==> config.mk <==
export PLATFORM = sky130hd
export DESIGN_NAME = write_dest_queue_flat
export DESIGN_NICKNAME = d
export VERILOG_FILES = /design/src/rtl/write_dest_queue_if.sv /design/src/rtl/write_dest_queue.sv /design/src/flat_wrapper.sv
export SDC_FILE = /design/constraint.sdc
export NUM_CORES = 1
export LEC_CHECK = 0
export ABC_AREA = 1
export CORE_ASPECT_RATIO = 1.2
export CORE_MARGIN = 3
export CORE_UTILIZATION = 46
export CTS_CLUSTER_SIZE = 28
export DETAILED_ROUTE_END_ITERATION = 16
export PLACE_DENSITY = 0.76
export SLEW_MARGIN = 20
export SYNTH_ARGS = -nofsm -noshare
export SYNTH_HDL_FRONTEND = slang
export SYNTH_SLANG_ARGS = --single-unit
==> constraint.sdc <==
create_clock -name clk -period 8.5 [get_ports clk]
set_clock_uncertainty 0.2 [all_clocks]
set_input_delay 2.55 -clock clk [delete_from_list [all_inputs] [get_ports clk]]
set_output_delay 2.55 -clock clk [all_outputs]
set_load 0.05 [all_outputs]
==> src/rtl/write_dest_queue_if.sv <==
// write_dest_queue_if
//   Groups the write-request handshake, the register-bank write port, and the
//   forwarding lookup used by write_dest_queue.
//   master : the pipeline/driver side (issues requests, consumes head entry)
//   slave  : the queue itself
//   Signals:
//     rt, rd, rs, BancoWriteReg    destination candidates and select
//     wr_valid, wr_data, wr_ready  write request handshake
//     rf_we, rf_addr, rf_data      head entry toward the register bank
//     rf_ready                     register bank consumes head this cycle
//     rd_addr_a, fwd_hit_a,
//     fwd_data_a                   forwarding lookup
//     count, sel_err               occupancy and sticky invalid-select flag
interface write_dest_queue_if #(
  parameter int DATA_W = 32,
  parameter int IDX_W  = 5,
  parameter int DEPTH  = 4
);
  localparam int CNT_W = $clog2(DEPTH + 1);

  logic [IDX_W-1:0]  rt;
  logic [IDX_W-1:0]  rd;
  logic [IDX_W-1:0]  rs;
  logic [2:0]        BancoWriteReg;
  logic              wr_valid;
  logic [DATA_W-1:0] wr_data;
  logic              wr_ready;
  logic              rf_we;
  logic [IDX_W-1:0]  rf_addr;
  logic [DATA_W-1:0] rf_data;
  logic              rf_ready;
  logic [IDX_W-1:0]  rd_addr_a;
  logic              fwd_hit_a;
  logic [DATA_W-1:0] fwd_data_a;
  logic [CNT_W-1:0]  count;
  logic              sel_err;

  modport master (
    output rt, rd, rs, BancoWriteReg, wr_valid, wr_data, rf_ready, rd_addr_a,
    input  wr_ready, rf_we, rf_addr, rf_data, fwd_hit_a, fwd_data_a, count, sel_err
  );

  modport slave (
    input  rt, rd, rs, BancoWriteReg, wr_valid, wr_data, rf_ready, rd_addr_a,
    output wr_ready, rf_we, rf_addr, rf_data, fwd_hit_a, fwd_data_a, count, sel_err
  );
endinterface

==> src/rtl/write_dest_queue.sv <==
// write_dest_queue
//   Queue of pending register-bank writes. Each accepted request resolves its
//   destination index from BancoWriteReg (rt/rd/rs/29/31) and is stored with
//   its data; the head entry is presented to the register bank until it is
//   consumed. Writes to register 0 are acknowledged but dropped; invalid
//   selects are acknowledged, dropped, and latch sel_err until reset.
//   Optional forwarding lookup of pending writes is enabled by the macro
//   WRITE_DEST_FWD_EN; without it fwd_hit_a/fwd_data_a are tied to 0.
//   Ports:
//     clk   : single clock, rising edge
//     reset : asynchronous, active-high
//     bus   : write_dest_queue_if.slave (request, bank port, lookup, status)
module write_dest_queue #(
  parameter int DATA_W = 32,
  parameter int IDX_W  = 5,
  parameter int DEPTH  = 4
) (
  input  logic              clk,
  input  logic              reset,
  write_dest_queue_if.slave bus
);

  localparam int CW = $clog2(DEPTH + 1);
  localparam int PW = $clog2(DEPTH);

  logic [IDX_W-1:0]  r_addr [DEPTH];
  logic [DATA_W-1:0] r_data [DEPTH];
  logic [DEPTH-1:0]  r_vld;
  logic [PW-1:0]     r_head;
  logic [PW-1:0]     r_tail;
  logic [CW-1:0]     r_count;
  logic              r_sel_err;

  logic [IDX_W-1:0]  w_dest;
  logic              w_sel_bad;
  logic              w_ready;
  logic              w_accept;
  logic              w_enq;
  logic              w_deq;
  logic              w_nonempty;

  always_comb begin
    w_dest    = '0;
    w_sel_bad = 1'b0;
    case (bus.BancoWriteReg)
      3'd0:    w_dest = bus.rt;
      3'd1:    w_dest = bus.rd;
      3'd2:    w_dest = bus.rs;
      3'd3:    w_dest = IDX_W'(29);
      3'd4:    w_dest = IDX_W'(31);
      default: w_sel_bad = 1'b1;
    endcase
  end

  assign w_nonempty = (r_count != '0);
  assign w_ready    = (r_count < CW'(DEPTH));
  assign w_accept   = bus.wr_valid && w_ready;
  // Register 0 and invalid selects complete the handshake but never occupy a slot.
  assign w_enq      = w_accept && !w_sel_bad && (w_dest != '0);
  assign w_deq      = w_nonempty && bus.rf_ready;

  always_ff @(posedge clk or posedge reset) begin
    if (reset) begin
      r_head    <= '0;
      r_tail    <= '0;
      r_count   <= '0;
      r_sel_err <= 1'b0;
      r_vld     <= '0;
      for (int unsigned k = 0; k < DEPTH; k++) begin
        r_addr[k] <= '0;
        r_data[k] <= '0;
      end
    end else begin
      // enq and deq never target the same slot: enq needs not-full, deq needs not-empty.
      if (w_enq) begin
        r_addr[r_tail] <= w_dest;
        r_data[r_tail] <= bus.wr_data;
        r_vld[r_tail]  <= 1'b1;
        r_tail         <= r_tail + PW'(1);
      end
      if (w_deq) begin
        r_vld[r_head] <= 1'b0;
        r_head        <= r_head + PW'(1);
      end
      case ({w_enq, w_deq})
        2'b10:   r_count <= r_count + CW'(1);
        2'b01:   r_count <= r_count - CW'(1);
        default: r_count <= r_count;
      endcase
      if (w_accept && w_sel_bad) begin
        r_sel_err <= 1'b1;
      end
    end
  end

  assign bus.wr_ready = w_ready;
  assign bus.rf_we    = w_nonempty;
  assign bus.rf_addr  = w_nonempty ? r_addr[r_head] : '0;
  assign bus.rf_data  = w_nonempty ? r_data[r_head] : '0;
  assign bus.count    = r_count;
  assign bus.sel_err  = r_sel_err;

`ifdef WRITE_DEST_FWD_EN
  logic              w_fwd_hit;
  logic [DATA_W-1:0] w_fwd_data;
  logic [PW-1:0]     v_idx;

  // Walk from oldest to youngest so the last match (youngest) wins.
  always_comb begin
    w_fwd_hit  = 1'b0;
    w_fwd_data = '0;
    v_idx      = r_head;
    for (int unsigned k = 0; k < DEPTH; k++) begin
      v_idx = r_head + PW'(k);
      if (r_vld[v_idx] && (bus.rd_addr_a != '0) && (r_addr[v_idx] == bus.rd_addr_a)) begin
        w_fwd_hit  = 1'b1;
        w_fwd_data = r_data[v_idx];
      end
    end
  end

  assign bus.fwd_hit_a  = w_fwd_hit;
  assign bus.fwd_data_a = w_fwd_data;
`else
  logic w_unused_fwd;
  assign w_unused_fwd   = ^{bus.rd_addr_a, r_vld};
  assign bus.fwd_hit_a  = 1'b0;
  assign bus.fwd_data_a = '0;
`endif

endmodule

==> src/flat_wrapper.sv <==
// flat-port wrapper written by rule: the top's interface ports become plain ports
module write_dest_queue_flat 
#(
  parameter int DATA_W = 32,
  parameter int IDX_W  = 5,
  parameter int DEPTH  = 4
)
  (clk, reset, bus_rt, bus_rd, bus_rs, bus_BancoWriteReg, bus_wr_valid, bus_wr_data, bus_rf_ready, bus_rd_addr_a, bus_wr_ready, bus_rf_we, bus_rf_addr, bus_rf_data, bus_fwd_hit_a, bus_fwd_data_a, bus_count, bus_sel_err);
  write_dest_queue_if #(.DATA_W(DATA_W), .IDX_W(IDX_W), .DEPTH(DEPTH)) bus_i ();
  input  logic clk;
  input  logic reset;
  input wire logic [$bits(bus_i.rt)-1:0] bus_rt;
  input wire logic [$bits(bus_i.rd)-1:0] bus_rd;
  input wire logic [$bits(bus_i.rs)-1:0] bus_rs;
  input wire logic [$bits(bus_i.BancoWriteReg)-1:0] bus_BancoWriteReg;
  input wire logic [$bits(bus_i.wr_valid)-1:0] bus_wr_valid;
  input wire logic [$bits(bus_i.wr_data)-1:0] bus_wr_data;
  input wire logic [$bits(bus_i.rf_ready)-1:0] bus_rf_ready;
  input wire logic [$bits(bus_i.rd_addr_a)-1:0] bus_rd_addr_a;
  output wire logic [$bits(bus_i.wr_ready)-1:0] bus_wr_ready;
  output wire logic [$bits(bus_i.rf_we)-1:0] bus_rf_we;
  output wire logic [$bits(bus_i.rf_addr)-1:0] bus_rf_addr;
  output wire logic [$bits(bus_i.rf_data)-1:0] bus_rf_data;
  output wire logic [$bits(bus_i.fwd_hit_a)-1:0] bus_fwd_hit_a;
  output wire logic [$bits(bus_i.fwd_data_a)-1:0] bus_fwd_data_a;
  output wire logic [$bits(bus_i.count)-1:0] bus_count;
  output wire logic [$bits(bus_i.sel_err)-1:0] bus_sel_err;
  assign bus_i.rt = bus_rt;
  assign bus_i.rd = bus_rd;
  assign bus_i.rs = bus_rs;
  assign bus_i.BancoWriteReg = bus_BancoWriteReg;
  assign bus_i.wr_valid = bus_wr_valid;
  assign bus_i.wr_data = bus_wr_data;
  assign bus_i.rf_ready = bus_rf_ready;
  assign bus_i.rd_addr_a = bus_rd_addr_a;
  assign bus_wr_ready = bus_i.wr_ready;
  assign bus_rf_we = bus_i.rf_we;
  assign bus_rf_addr = bus_i.rf_addr;
  assign bus_rf_data = bus_i.rf_data;
  assign bus_fwd_hit_a = bus_i.fwd_hit_a;
  assign bus_fwd_data_a = bus_i.fwd_data_a;
  assign bus_count = bus_i.count;
  assign bus_sel_err = bus_i.sel_err;
  write_dest_queue #(.DATA_W(DATA_W), .IDX_W(IDX_W), .DEPTH(DEPTH)) u_core (.clk(clk), .reset(reset), .bus(bus_i));
endmodule
==> results of run 1 <==
stage by stage:
step,worst slack [ps],total power (W),hold WS (ps),area (sq um)
final,2720,0.00451,266,9680
after global routing,2470,0.00478,277,9680
after CTS,2700,0.00451,269,9680
after detailed placement,2390,0.00363,253,9000
after global placement,2470,0.00357,248,9000
after floorplan,1540,0.00291,237,8340
metal layers:
layer / global-route usage (%) / wire length (microns) / up-vias
met5: 0 / 0 / -
met4: 7.38 / 299 / 0
met3: 5.65 / 1910 / 26
met2: 38.7 / 11400 / 334
met1: 31.6 / 9500 / 3667
li1: - / - / 3563
synthesized netlist by cell type, types with 5 or more instances:
cell type / n
sky130_fd_sc_hd__clkbuf_1: 45
sky130_fd_sc_hd__o21ai_0: 77
sky130_fd_sc_hd__dfrtp_1: 156
sky130_fd_sc_hd__a21oi_1: 38
sky130_fd_sc_hd__nand3_1: 12
sky130_fd_sc_hd__buf_4: 42
sky130_fd_sc_hd__nor2_1: 156
sky130_fd_sc_hd__buf_1: 14
sky130_fd_sc_hd__nand2_1: 313
sky130_fd_sc_hd__nand4_1: 155
sky130_fd_sc_hd__inv_1: 14
sky130_fd_sc_hd__buf_2: 19
sky130_fd_sc_hd__ha_1: 5
where the power goes:
| group | switching, W | total [W] | internal [W] |
|---|---|---|---|
| combinational | 0.00166 | 0.00236 | 0.000701 |
| sequential | 0.000182 | 0.00127 | 0.00108 |
| clock | 0.000317 | 0.000876 | 0.000559 |
| total | 0.00216 | 0.00451 | 0.00235 |
flip-flops by register name, summed over array words and instances, names as in the netlist:
name / cells
u_core.bus.count: 3
u_core.bus.sel_err: 1
u_core.r_addr: 20
u_core.r_data: 128
u_core.r_head: 2
u_core.r_tail: 2
layout make-up:
cell class	instances	area, sq um	area share (%)
tap	216	270	2.79
multi-input combinational	802	3730	38.6
clock inverter	14	241	2.49
sequential	156	3910	40.3
clock buffer	18	439	4.54
timing repair buffer	103	1030	10.6
inverter	16	65.1	0.672
worst min path at each step:
| stage | start | to | depth (start not counted) |
|---|---|---|---|
| 2_1_floorplan | u_core.r_addr[10]$_DFFE_PP0P_ | u_core.r_addr[10]$_DFFE_PP0P_ | 2 |
| 3_3_place_gp | u_core.r_data[11]$_DFFE_PP0P_ | u_core.r_data[11]$_DFFE_PP0P_ | 2 |
| 3_5_place_dp | u_core.r_data[14]$_DFFE_PP0P_ | u_core.r_data[14]$_DFFE_PP0P_ | 2 |
| 4_1_cts | u_core.r_data[77]$_DFFE_PP0P_ | u_core.r_data[77]$_DFFE_PP0P_ | 2 |
| 5_1_grt | u_core.r_data[28]$_DFFE_PP0P_ | u_core.r_data[28]$_DFFE_PP0P_ | 2 |
| 6_report | u_core.r_addr[14]$_DFFE_PP0P_ | u_core.r_addr[14]$_DFFE_PP0P_ | 2 |
tightest hold or removal path, stage by stage (launching register included):
cell	delay (ps)
sky130_fd_sc_hd__dfrtp_1	340
sky130_fd_sc_hd__nand2_1	50
sky130_fd_sc_hd__nand2_1	50
cells by family (layout without fill, tap and decap cells):
| logic type | Yosys count | after routing | share of synthesized area (%) |
|---|---|---|---|
| adders and majority gates | 6 | 6 | 1.00 |
| other | 1 | 33 | 0.0456 |
| xor gates and xnor gates | 3 | 3 | 0.320 |
| AOI/OAI and AO/OA | 117 | 117 | 7.20 |
| and+or+nand+nor | 643 | 643 | 35.0 |
| DFF | 156 | 156 | 47.5 |
| buffers and inverters | 140 | 151 | 8.96 |
==> results.txt, run 1 <==
- The flow ran to the end, and the final reports show no timing, DRC or antenna violations.
- Setup TNS after final layout: 0 ps
- In this design, the largest share of critical-path delay is due to buffers and inverters.
- Half-perimeter wire length after detailed placement: 11900 microns
* Initial antenna violation count: 0
* R2R Setup Slk: 5490 ps
* Number of register bits inferred by synthesis: 156
- Setup repair after global routing left no endpoint under its margin.
* Insertion delay to the later sink of the worst-skew pair: 440 ps
- Summed over all layers, the global routing overflow is 0.
- After detailed routing, the average wire length per cell comes to 17.4 microns.
* Number of maximum-capacitance violations: 0
- Number of CTS-inserted buffers: 17
- The endpoint identified for the worst register-to-register timing path is u_core.r_data[13]$_DFFE_PP0P_.
* Cells after synthesis: 1066
* H-Tree Level Count: 4
- Number of DRC violations after detailed-routing iteration 0: 1094
- STA classifies the critical path endpoint as an output pin.
* CP Buf/Inv Count: 3
* Effective utilization at floorplan: 47.9%
* Clock edge transition at the registers on the reported setup and hold paths: 70 ps
- Critical R2R Launch: u_core.bus.count[2]$_DFFE_PP0P_
- Vias post-DR: 7590
- For this design, the CTS-stage hold fixing added 0 buffers.
- The number of global-route vias before repair was 7317.
* Clock period minus worst slack: 5780 ps
- In this run the count of I/O pins placed on the die edge is 135.
- The first detailed-routing pass ran for 5 iterations.
* Final setup violation count: 0
* Nets@finish: 1161
- For the worst flop-to-flop path, the logic depth is 7.
- Sequential-to-total area share from yosys stat: 47.5%
* Capturing element of the worst setup path: bus_rf_data[31]
- Series of cell instances along the critical path: inv_2 -> buf_4 -> o21ai_0 -> a21oi_1 -> clkdlybuf4s50_1
* Utilization after layout: 56.4%
* Overall Global Routing Usage: 23.8%
- Share of the synthesized area in the top cell type: 47.5%
- After clock tree synthesis, the setup repair step added 0 buffers.
- DRC: 0
- The count of buffers added on input and output ports is 96.
- For the worst setup path, the data required time is 5750 ps.
* Maximum clock frequency: 173 MHz
- After the flow finishes, the layout carries non-filler instances totaling 1325.
- Clock root buffer: sky130_fd_sc_hd__clkbuf_16
- For this run, asynchronously set or reset flops after synthesis account for 100%.
- Counting tap cells, the placed design contains a total of 1293 instances.
- Critical path data arrival time: 3030 ps
- The worst pin sits at a relative slew slack of 28.5%.
* Layout-stage area growth over the synthesis result: 17.7%
- Worst setup path start: u_core.r_head[0]$_DFFE_PP0P_
- Routed Antenna Nets: 0
- Placeable core area: 17200 sq um
* Area enclosed by the die boundary: 19500 sq um
- Entering global routing, the biggest net connects 131 pins.
- Most common cell after layout, fill and taps aside: sky130_fd_sc_hd__nand2_1
- Fraction of the cycle the final worst path needs: 68.0%
* Height of the die: 152 microns
- After synthesis, the cell types taking the most area are sky130_fd_sc_hd__dfrtp_1 (47%), sky130_fd_sc_hd__nand2_1 (14%), sky130_fd_sc_hd__nand4_1 (12%).
* Worst stage delay on the critical path: 860 ps
- By startpoint and endpoint, the worst setup path is classified as reg -> out.
* Most frequent cells in the layout: sky130_fd_sc_hd__nand2_1 (312), sky130_fd_sc_hd__nand4_1 (155), sky130_fd_sc_hd__nor2_1 (155), sky130_fd_sc_hd__dfrtp_1 (155), sky130_fd_sc_hd__clkdlybuf4s50_1 (96)
* CTS sink cnt: 156
- Routability-driven placement finished with a final weighted congestion of 0.747.
* Maximum root-to-sink buffer count: 2
- Most used flip-flop cell after synthesis: sky130_fd_sc_hd__dfrtp_1
* Fill count: 1565
* Via-per-instance ratio: 5.73
- At the pin with the least slew margin, the transition time is 1070 ps.
* Netlist area before placement: 8220 sq um
- Sort of element at the start of the critical path: register
- Distinct cell type count of the synthesized netlist: 24
* Number of standard-cell rows in the floorplan: 52
- Hold Vio Cnt, Final: 0
* Number of diodes added for antenna fixing: 0
* Biggest area consumer among synthesized cells: sky130_fd_sc_hd__dfrtp_1
- Critical-path cell with the highest stage delay: sky130_fd_sc_hd__clkdlybuf4s50_1
* Clock tree from TritonCTS: built
- The final max-slew violation count is 0.
- The final layout contains routed wiring with a total length of 23100 microns.
- During synthesis, Yosys emitted a total of 0 warnings.
- Global-route wire length before repair: 37600 microns
- The path class of the tightest hold or removal check is reg -> reg.
- Leakage power: 4.70 nW
- Die Width: 128 microns
- Worst path depth: 5
- Proportion of layout cells with a drive suffix above 1: 5.23%
- Gates resized during post-CTS repair numbered 0.
- A synthesized cell averages 7.71 sq um.
- Total power density per cell area: 466 nW/um^2
- Yosys mapped a number of flops with a built-in enable equal to 0.
- VDD sags by at most 0.328 mV.
* CP max FO: 42
Note: power is estimated with default switching activity, not from simulation.
==> run 2: changes to the inputs <==
--- a/config.mk
+++ b/config.mk
@@ -11,7 +11,7 @@
 export CORE_UTILIZATION = 46
 export CTS_CLUSTER_SIZE = 28
 export DETAILED_ROUTE_END_ITERATION = 16
-export PLACE_DENSITY = 0.76
+export PLACE_DENSITY = 0.79
 export SLEW_MARGIN = 20
 export SYNTH_ARGS = -nofsm -noshare
 export SYNTH_HDL_FRONTEND = slang
==> constraint.sdc (replaced) <==
create_clock -name clk -period 5.2 [get_ports clk]
set_clock_uncertainty 0.2 [all_clocks]
set_input_delay 1.56 -clock clk [delete_from_list [all_inputs] [get_ports clk]]
set_output_delay 1.56 -clock clk [all_outputs]
set_load 0.05 [all_outputs]
==> results.txt, run 2 (synthesis results as in run 1) <==
- Area enclosed by the die boundary: 19500 sq um (unchanged)
* CP Buf/Inv Count: 3 (unchanged)
- Clock period minus worst slack: 4380 ps
* Number of diodes added for antenna fixing: 0 (unchanged)
* CP max FO: 37 (-12%)
- The static power due to leakage was 4.87 nW (+3.7%).
- The biggest cell delay along the critical path is 480 ps (-380 ps).
- Global-route wire length before repair: 37300 microns (-0.92%)
- The number of sinks handled by clock tree synthesis was 156 (unchanged).
- Overall Global Routing Usage: 23.4% (-0.47 points)
* Peak ir drop on the vdd network: 0.588 mV (+79%)
- The remaining global-route overflow came to 0 (unchanged).
- Outcome: complete, no violations
* Hold Vio Cnt, Final: 0 (unchanged)
- Series of cell instances along the critical path: buf_4 -> inv_2 -> nor2_1 -> o21ai_0 -> a21oi_1 -> buf_12
- Fraction of the cycle the final worst path needs: 84.3%
* Vias post-DR: 7681 (+1.2%)
* Final setup violation count: 0 (unchanged)
- Layout-stage area growth over the synthesis result: 19.9%
- The count of nets left with antenna violations after detail routing came to 0 (unchanged).
- The number of fillers in the final layout was 1527 (-2.4%).
- The pin count of the biggest net entering global routing is 116 (-11%).
- Hold buffers post-CTS: 0 (unchanged)
- TritonCTS built the clock tree.
- The remaining max-slew budget at the tightest pin is 34.3% (+5.9 points).
- The number of global-route vias before repair is 7458 (+1.9%).
- The number of input and output port buffers inserted is 96 (unchanged).
* Maximum clock frequency: 228 MHz
- Area occupied by multi-input gates: 3730 sq um (unchanged)
* Number of maximum-capacitance violations: 0 (unchanged)
* Clock root buffer: sky130_fd_sc_hd__clkbuf_16
- The library cell used most frequently in the layout, excluding fill and tap cells, is sky130_fd_sc_hd__nand2_1.
* Die Width: 128 microns (unchanged)
- Effective utilization at floorplan: 47.9% (unchanged)
* Top reg by flops: u_core.r_data
- The worst endpoint data arrival time is 2620 ps (-410 ps).
- The row count is 52 (unchanged).
- Most frequent cells in the layout: sky130_fd_sc_hd__nand2_1 (312), sky130_fd_sc_hd__nand4_1 (155), sky130_fd_sc_hd__nor2_1 (155), sky130_fd_sc_hd__dfrtp_1 (155), sky130_fd_sc_hd__o21ai_0 (77)
- Half-perimeter wire length after detailed placement: 12800 microns (+7.2%)
- Max FFs per register: 128 (unchanged)
- The worst setup path is captured at an output pin.
* Via-per-instance ratio: 5.74 (+0.29%)
- Total power density per cell area: 763 nW/um^2 (+64%)
* Placeable core area: 17200 sq um (unchanged)
- The clock transition at the registers of the reported paths came to 60 ps (about the same).
* Insertion delay to the later sink of the worst-skew pair: 440 ps (about the same)
* Sequential cell area in the final layout: 3910 sq um (unchanged)
- Setup repair after global routing left no endpoint under its margin.
- The number of clock buffers inserted by TritonCTS was 17 (unchanged).
- The final standard cell count with taps included and fillers excluded came to 1337 (+0.91%).
- Final wirelength: 22600 microns (-2.2%)
- Post-CTS setup repair buffer count: 0 (unchanged)
- Boundary pin count: 135 (unchanged)
- Number of cells in the design after placement: 1306 (+1.0%)
* Height of the die: 152 microns (unchanged)
* Family with the most delay on the worst path: buffers and inverters
* Routed wirelength normalized by instance count: 16.9 microns (-3.1%)
* Initial antenna violation count: 0 (unchanged)
- The critical path required time came to 3440 ps (-2310 ps).
* Number of gates given a new drive strength after cts: 0 (unchanged)
- Startpoint-to-endpoint class of the critical path: reg -> out
* Nets@finish: 1174 (+1.1%)
- Final RePlAce weighted congestion: 0.750 (+0.44%)
- The fraction of layout instances using a drive strength above 1 was 9.46% (+4.2 points).
- DRC: 0 (unchanged)
* Total power: 0.00752 W (+67%)
- Router iterations before antenna repair: 5 (unchanged)
- Number of slew-limit violations in the final report: 0 (unchanged)
- The worst setup path is launched from a register.
* Number of DRC violations after detailed-routing iteration 0: 1002 (-8.4%)
- DP Worst Slack: 666 ps (-1720 ps)
- Measured slew at the worst slew-check pin: 985 ps (-88.1 ps)
* Path class of the lowest-slack min-delay path: reg -> reg
* H-Tree Level Count: 4 (unchanged)
- The final worst slack came to 818 ps (-1900 ps).
- The maximum buffer depth of the clock tree was 2 (unchanged).
* Setup TNS after final layout: 0 ps (unchanged)
- The slowest stage of the critical path belongs to the cell sky130_fd_sc_hd__inv_2.
* Utilization after layout: 57.4% (+1.1 points)
[run 2: cell count changes in the layout (fill, tap and decap cells not counted), sizes merged]
cell / change
buf: +50
bufinv: -4
clkbuf: +6
clkdlybuf4s50: -37
clkinv: +2
clkinvlp: -3
inv: -2
[run 2: stage by stage]
step                area [sq um]  hold slack (ps)
floorplan                   8350              237
global route                9860              285
detailed placement          9270              253
global placement            9270              248
CTS                         9860              267
finish                      9860              262
[run 2: final cells by class]
class	count	share of cell area, %
repair buffers	116	13.1
multi-input cells	802	37.8
clock buffers	24	5.19
clock inverters	7	0.863
inverters	16	0.647
flip-flops and latches	156	39.6
well taps	216	2.74
[run 2: final timing paths]
| check | startpoint | to | slack (ps) | cells after the start |
|---|---|---|---|---|
| hold / removal | u_core.r_data[78]$_DFFE_PP0P_ | u_core.r_data[78]$_DFFE_PP0P_ | 260 | 2 |
| setup / recovery | u_core.r_head[1]$_DFFE_PP0P_ | bus_rf_data[3] | 820 | 6 |
| setup reg to reg | u_core.r_tail[0]$_DFFE_PP0P_ | u_core.r_data[59]$_DFFE_PP0P_ | 2560 | 5 |
| min in group asynchronous | reset | u_core.r_data[109]$_DFFE_PP0P_ | 1490 | 2 |
| hold reg to reg | u_core.r_data[78]$_DFFE_PP0P_ | u_core.r_data[78]$_DFFE_PP0P_ | 260 | 2 |
| max in group asynchronous | reset | u_core.r_head[0]$_DFFE_PP0P_ | 2490 | 3 |
[run 2: per-layer routing]
| layer | up-vias | wire length [microns] | track usage (%) |
|---|---|---|---|
| met4 | 0 | 313 | 7.84 |
| met1 | 3715 | 9080 | 30.8 |
| met5 | - | 0 | 0 |
| li1 | 3589 | - | - |
| met3 | 29 | 1840 | 5.08 |
| met2 | 348 | 11400 | 38.2 |
[run 2: worst register-to-register path, cell delays in order, from the launching register on]
cell	delay (ps)
sky130_fd_sc_hd__dfrtp_1	420
sky130_fd_sc_hd__inv_1	120
sky130_fd_sc_hd__ha_2	840
sky130_fd_sc_hd__nand3_4	650
sky130_fd_sc_hd__nand2_1	230
sky130_fd_sc_hd__nand2_1	70
[run 2: report_power, final]
part / switching (W) / total [W] / internal (W) / leakage, nW
clock: 0.000480 / 0.00126 / 0.000776 / 0.302
sequential: 0.000336 / 0.00211 / 0.00177 / 1.98
combinational: 0.00276 / 0.00415 / 0.00140 / 2.59
==> run 3: changes to the inputs <==
--- a/config.mk
+++ b/config.mk
@@ -11,7 +11,7 @@
 export CORE_UTILIZATION = 46
 export CTS_CLUSTER_SIZE = 28
 export DETAILED_ROUTE_END_ITERATION = 16
-export PLACE_DENSITY = 0.79
+export PLACE_DENSITY = 0.76
 export SLEW_MARGIN = 20
 export SYNTH_ARGS = -nofsm -noshare
 export SYNTH_HDL_FRONTEND = slang
==> constraint.sdc (replaced) <==
create_clock -name clk -period 4.3 [get_ports clk]
set_clock_uncertainty 0.2 [all_clocks]
set_input_delay 1.29 -clock clk [delete_from_list [all_inputs] [get_ports clk]]
set_output_delay 1.29 -clock clk [all_outputs]
set_load 0.05 [all_outputs]
==> results.txt, run 3 (synthesis results as in run 1) <==
* Outcome: complete, no violations
* Number of slew-limit violations in the final report: 0 (unchanged)
- Path class of the lowest-slack min-delay path: reg -> reg
- The initial antenna violation count came to 0 (unchanged).
- Fill count: 1542 (+0.98%)
- The floorplan die area was 19500 sq um (unchanged).
* Family with the most delay on the worst path: buffers and inverters
- The met2 usage in global routing was 37.9% (-0.25 points).
- Setup repair after global routing left no endpoint under its margin.
- The HPWL reported at the end of detailed placement is 12800 microns (+0.24%).
* Required time of the critical path: 2810 ps (-630 ps)
- Worst slew margin relative to its limit: 29.6% (-4.7 points)
* Router iterations before antenna repair: 5 (unchanged)
- After layout, the minimum clock period comes to 3860 ps.
- The worst voltage drop across the vdd grid came to 0.548 mV (-6.7%).
* Terminus of the critical flop-to-flop path: u_core.r_data[119]$_DFFE_PP0P_
- Nets@finish: 1181 (+0.60%)
* Met1 usage in global routing: 31.7% (+0.86 points)
- The number of sinks handled by clock tree synthesis is 156 (unchanged).
- The remaining global-route overflow was 0 (unchanged).
- Clock edge transition at the registers on the reported setup and hold paths: 60 ps (about the same)
- The final number of hold-violating endpoints was 0 (unchanged).
- The clock latency on the worst-skew pair is 420 ps (-20 ps).
* Total power: 0.00968 W (+29%)
* CP Buf/Inv Count: 3 (unchanged)
- The worst hold path stage count is 2 (unchanged).
- The number of clock buffers inserted by TritonCTS is 17 (unchanged).
- Number of cells in the design after placement: 1313 (+0.54%)
* Routed wirelength normalized by instance count: 16.9 microns (-0.11%)
- GRT busiest layer: met2
* Critical path data arrival time: 2370 ps (-250 ps)
- Most common cell after layout, fill and taps aside: sky130_fd_sc_hd__nand2_1
- The residual DRC count is 0 (unchanged).
- The final weighted congestion of routability-driven global placement came to 0.779 (+3.8%).
* Hold buffers post-CTS: 0 (unchanged)
- Worst stage delay on the critical path: 400 ps (-80 ps)
* Number of gates given a new drive strength after cts: 0 (unchanged)
- Fraction of the cycle the final worst path needs: 89.8%
- The critical path goes through buf_4 -> inv_2 -> nor2_1 -> o21ai_0 -> a21oi_1 -> buf_12.
- The final standard cell count with taps included and fillers excluded was 1345 (+0.60%).
* Number of diodes added for antenna fixing: 0 (unchanged)
- DP Worst Slack: 4.63 ps (-661 ps)
* H-Tree Level Count: 4 (unchanged)
- Boundary pin count: 135 (unchanged)
- Clock tree from TritonCTS: built
- On the critical path, the stage with the largest delay is an instance of sky130_fd_sc_hd__inv_2.
* Global-route wire length before repair: 37300 microns (+0.20%)
* Startpoint-to-endpoint class of the critical path: reg -> out
* Post-CTS setup repair buffer count: 0 (unchanged)
* WHS: 263 ps (+0.569 ps)
- The global routing usage summed across all routing layers came to 23.4% (+0.042 points).
* Largest net degree at the start of global routing: 112 (-3.4%)
* Placeable core area: 17200 sq um (unchanged)
- The ratio of total power to cell area is 948 nW/um^2 (+24%).
* Measured slew at the worst slew-check pin: 1060 ps (+70.5 ps)
- The worst-path maximum fanout is 37 (unchanged).
* Met3 track demand over resource: 4.35% (-0.74 points)
* # port buffers: 96 (unchanged)
* R2R Setup Slk: 1960 ps (-600 ps)
- Number of global-route vias before repair: 7260 (-2.7%)
- Maximum clock frequency: 259 MHz
- The vertical die dimension is 152 microns (unchanged).
* Number of standard-cell rows in the floorplan: 52 (unchanged)
- The startpoint identified for the worst register-to-register timing path is u_core.bus.count[2]$_DFFE_PP0P_.
- The initial standard-cell utilization of the core is 47.9% (unchanged).
* Hold Startpoint: u_core.r_data[75]$_DFFE_PP0P_
* Number of maximum-capacitance violations: 0 (unchanged)
- The count of nets left with antenna violations after detail routing was 0 (unchanged).
- Area occupied by multi-input gates: 3730 sq um (unchanged)
- Final wirelength: 22700 microns (+0.49%)
- Final setup violation count: 0 (unchanged)
- The sequential cell area in the final layout is 3910 sq um (unchanged).
- Sort of element at the start of the critical path: register
- Proportion of layout cells with a drive suffix above 1: 10.2% (+0.73 points)
- Setup ws final: 440 ps (-378 ps)
- Vias post-DR: 7649 (-0.42%)
* Crit end category: output pin
- The path with the worst hold slack has its endpoint at u_core.r_data[75]$_DFFE_PP0P_.
* Setup TNS after final layout: 0 ps (unchanged)
* Top reg by flops: u_core.r_data
* Max FFs per register: 128 (unchanged)
- Clock tree synthesis selected as its root buffer the cell sky130_fd_sc_hd__clkbuf_16.
- Via-per-instance ratio: 5.69 (-1.0%)
* Worst r2r path cells: 7 (+2)
- The static power due to leakage came to 4.98 nW (+2.2%).
* Die Width: 128 microns (unchanged)
* Maximum root-to-sink buffer count: 2 (unchanged)
- From synthesis to final layout, the design area changed by 24.2%.
- Number of DRC violations after detailed-routing iteration 0: 1142 (+14%)
- In the layout the commonest cells are sky130_fd_sc_hd__nand2_1 (312), sky130_fd_sc_hd__nand4_1 (155), sky130_fd_sc_hd__nor2_1 (155), sky130_fd_sc_hd__dfrtp_1 (155), sky130_fd_sc_hd__o21ai_0 (77).
[run 3: stage by stage]
stage / instance area [sq um] / utilization, %
global route: 10200 / 59.4
floorplan: 8350 / -
detailed placement: 9580 / 55.8
CTS: 10200 / 59.4
finish: 10200 / 59.4
global placement: 9580 / 55.8
[run 3: area by class of cell]
| class | instances | area share (%) |
|---|---|---|
| Clock inverter | 12 | 1.59 |
| Tap cell | 216 | 2.65 |
| Multi-Input combinational cell | 802 | 36.6 |
| Clock buffer | 20 | 4.57 |
| Timing Repair Buffer | 123 | 15.8 |
| Inverter | 16 | 0.625 |
| Sequential cell | 156 | 38.2 |
[run 3: tightest hold or removal path, cell delays in order (launching register included)]
cell                      delay [ps]
sky130_fd_sc_hd__dfrtp_1         340
sky130_fd_sc_hd__nand2_1          50
sky130_fd_sc_hd__nand2_1          40
[run 3: how the worst max path moves through the flow]
stage / from / endpoint / slack (ps) / depth (start not counted)
floorplan: bus_BancoWriteReg[0] / u_core.bus.count[2]$_DFFE_PP0P_ / 780 / 17
global placement: bus_BancoWriteReg[1] / u_core.bus.count[2]$_DFFE_PP0P_ / 90 / 15
detailed placement: bus_BancoWriteReg[1] / u_core.bus.count[2]$_DFFE_PP0P_ / 5 / 15
CTS: u_core.r_head[1]$_DFFE_PP0P_ / bus_rf_addr[3] / 450 / 6
global route: bus_BancoWriteReg[0] / u_core.bus.count[2]$_DFFE_PP0P_ / 240 / 15
finish: u_core.r_head[1]$_DFFE_PP0P_ / bus_rf_addr[3] / 440 / 6
[run 3: power by group]
group | internal [W] | leakage, nW | switching, W
clock | 0.000963 | 0.291 | 0.000617
combinational | 0.00213 | 2.71 | 0.00346
sequential | 0.00215 | 1.98 | 0.000362
[run 3: metal layers]
metal  share of wire [%]  vias up
met4                 2.2        0
met5                   0        -
met1                  40     3657
met2                  50      343
met3                 7.6       43
li1                    -     3606
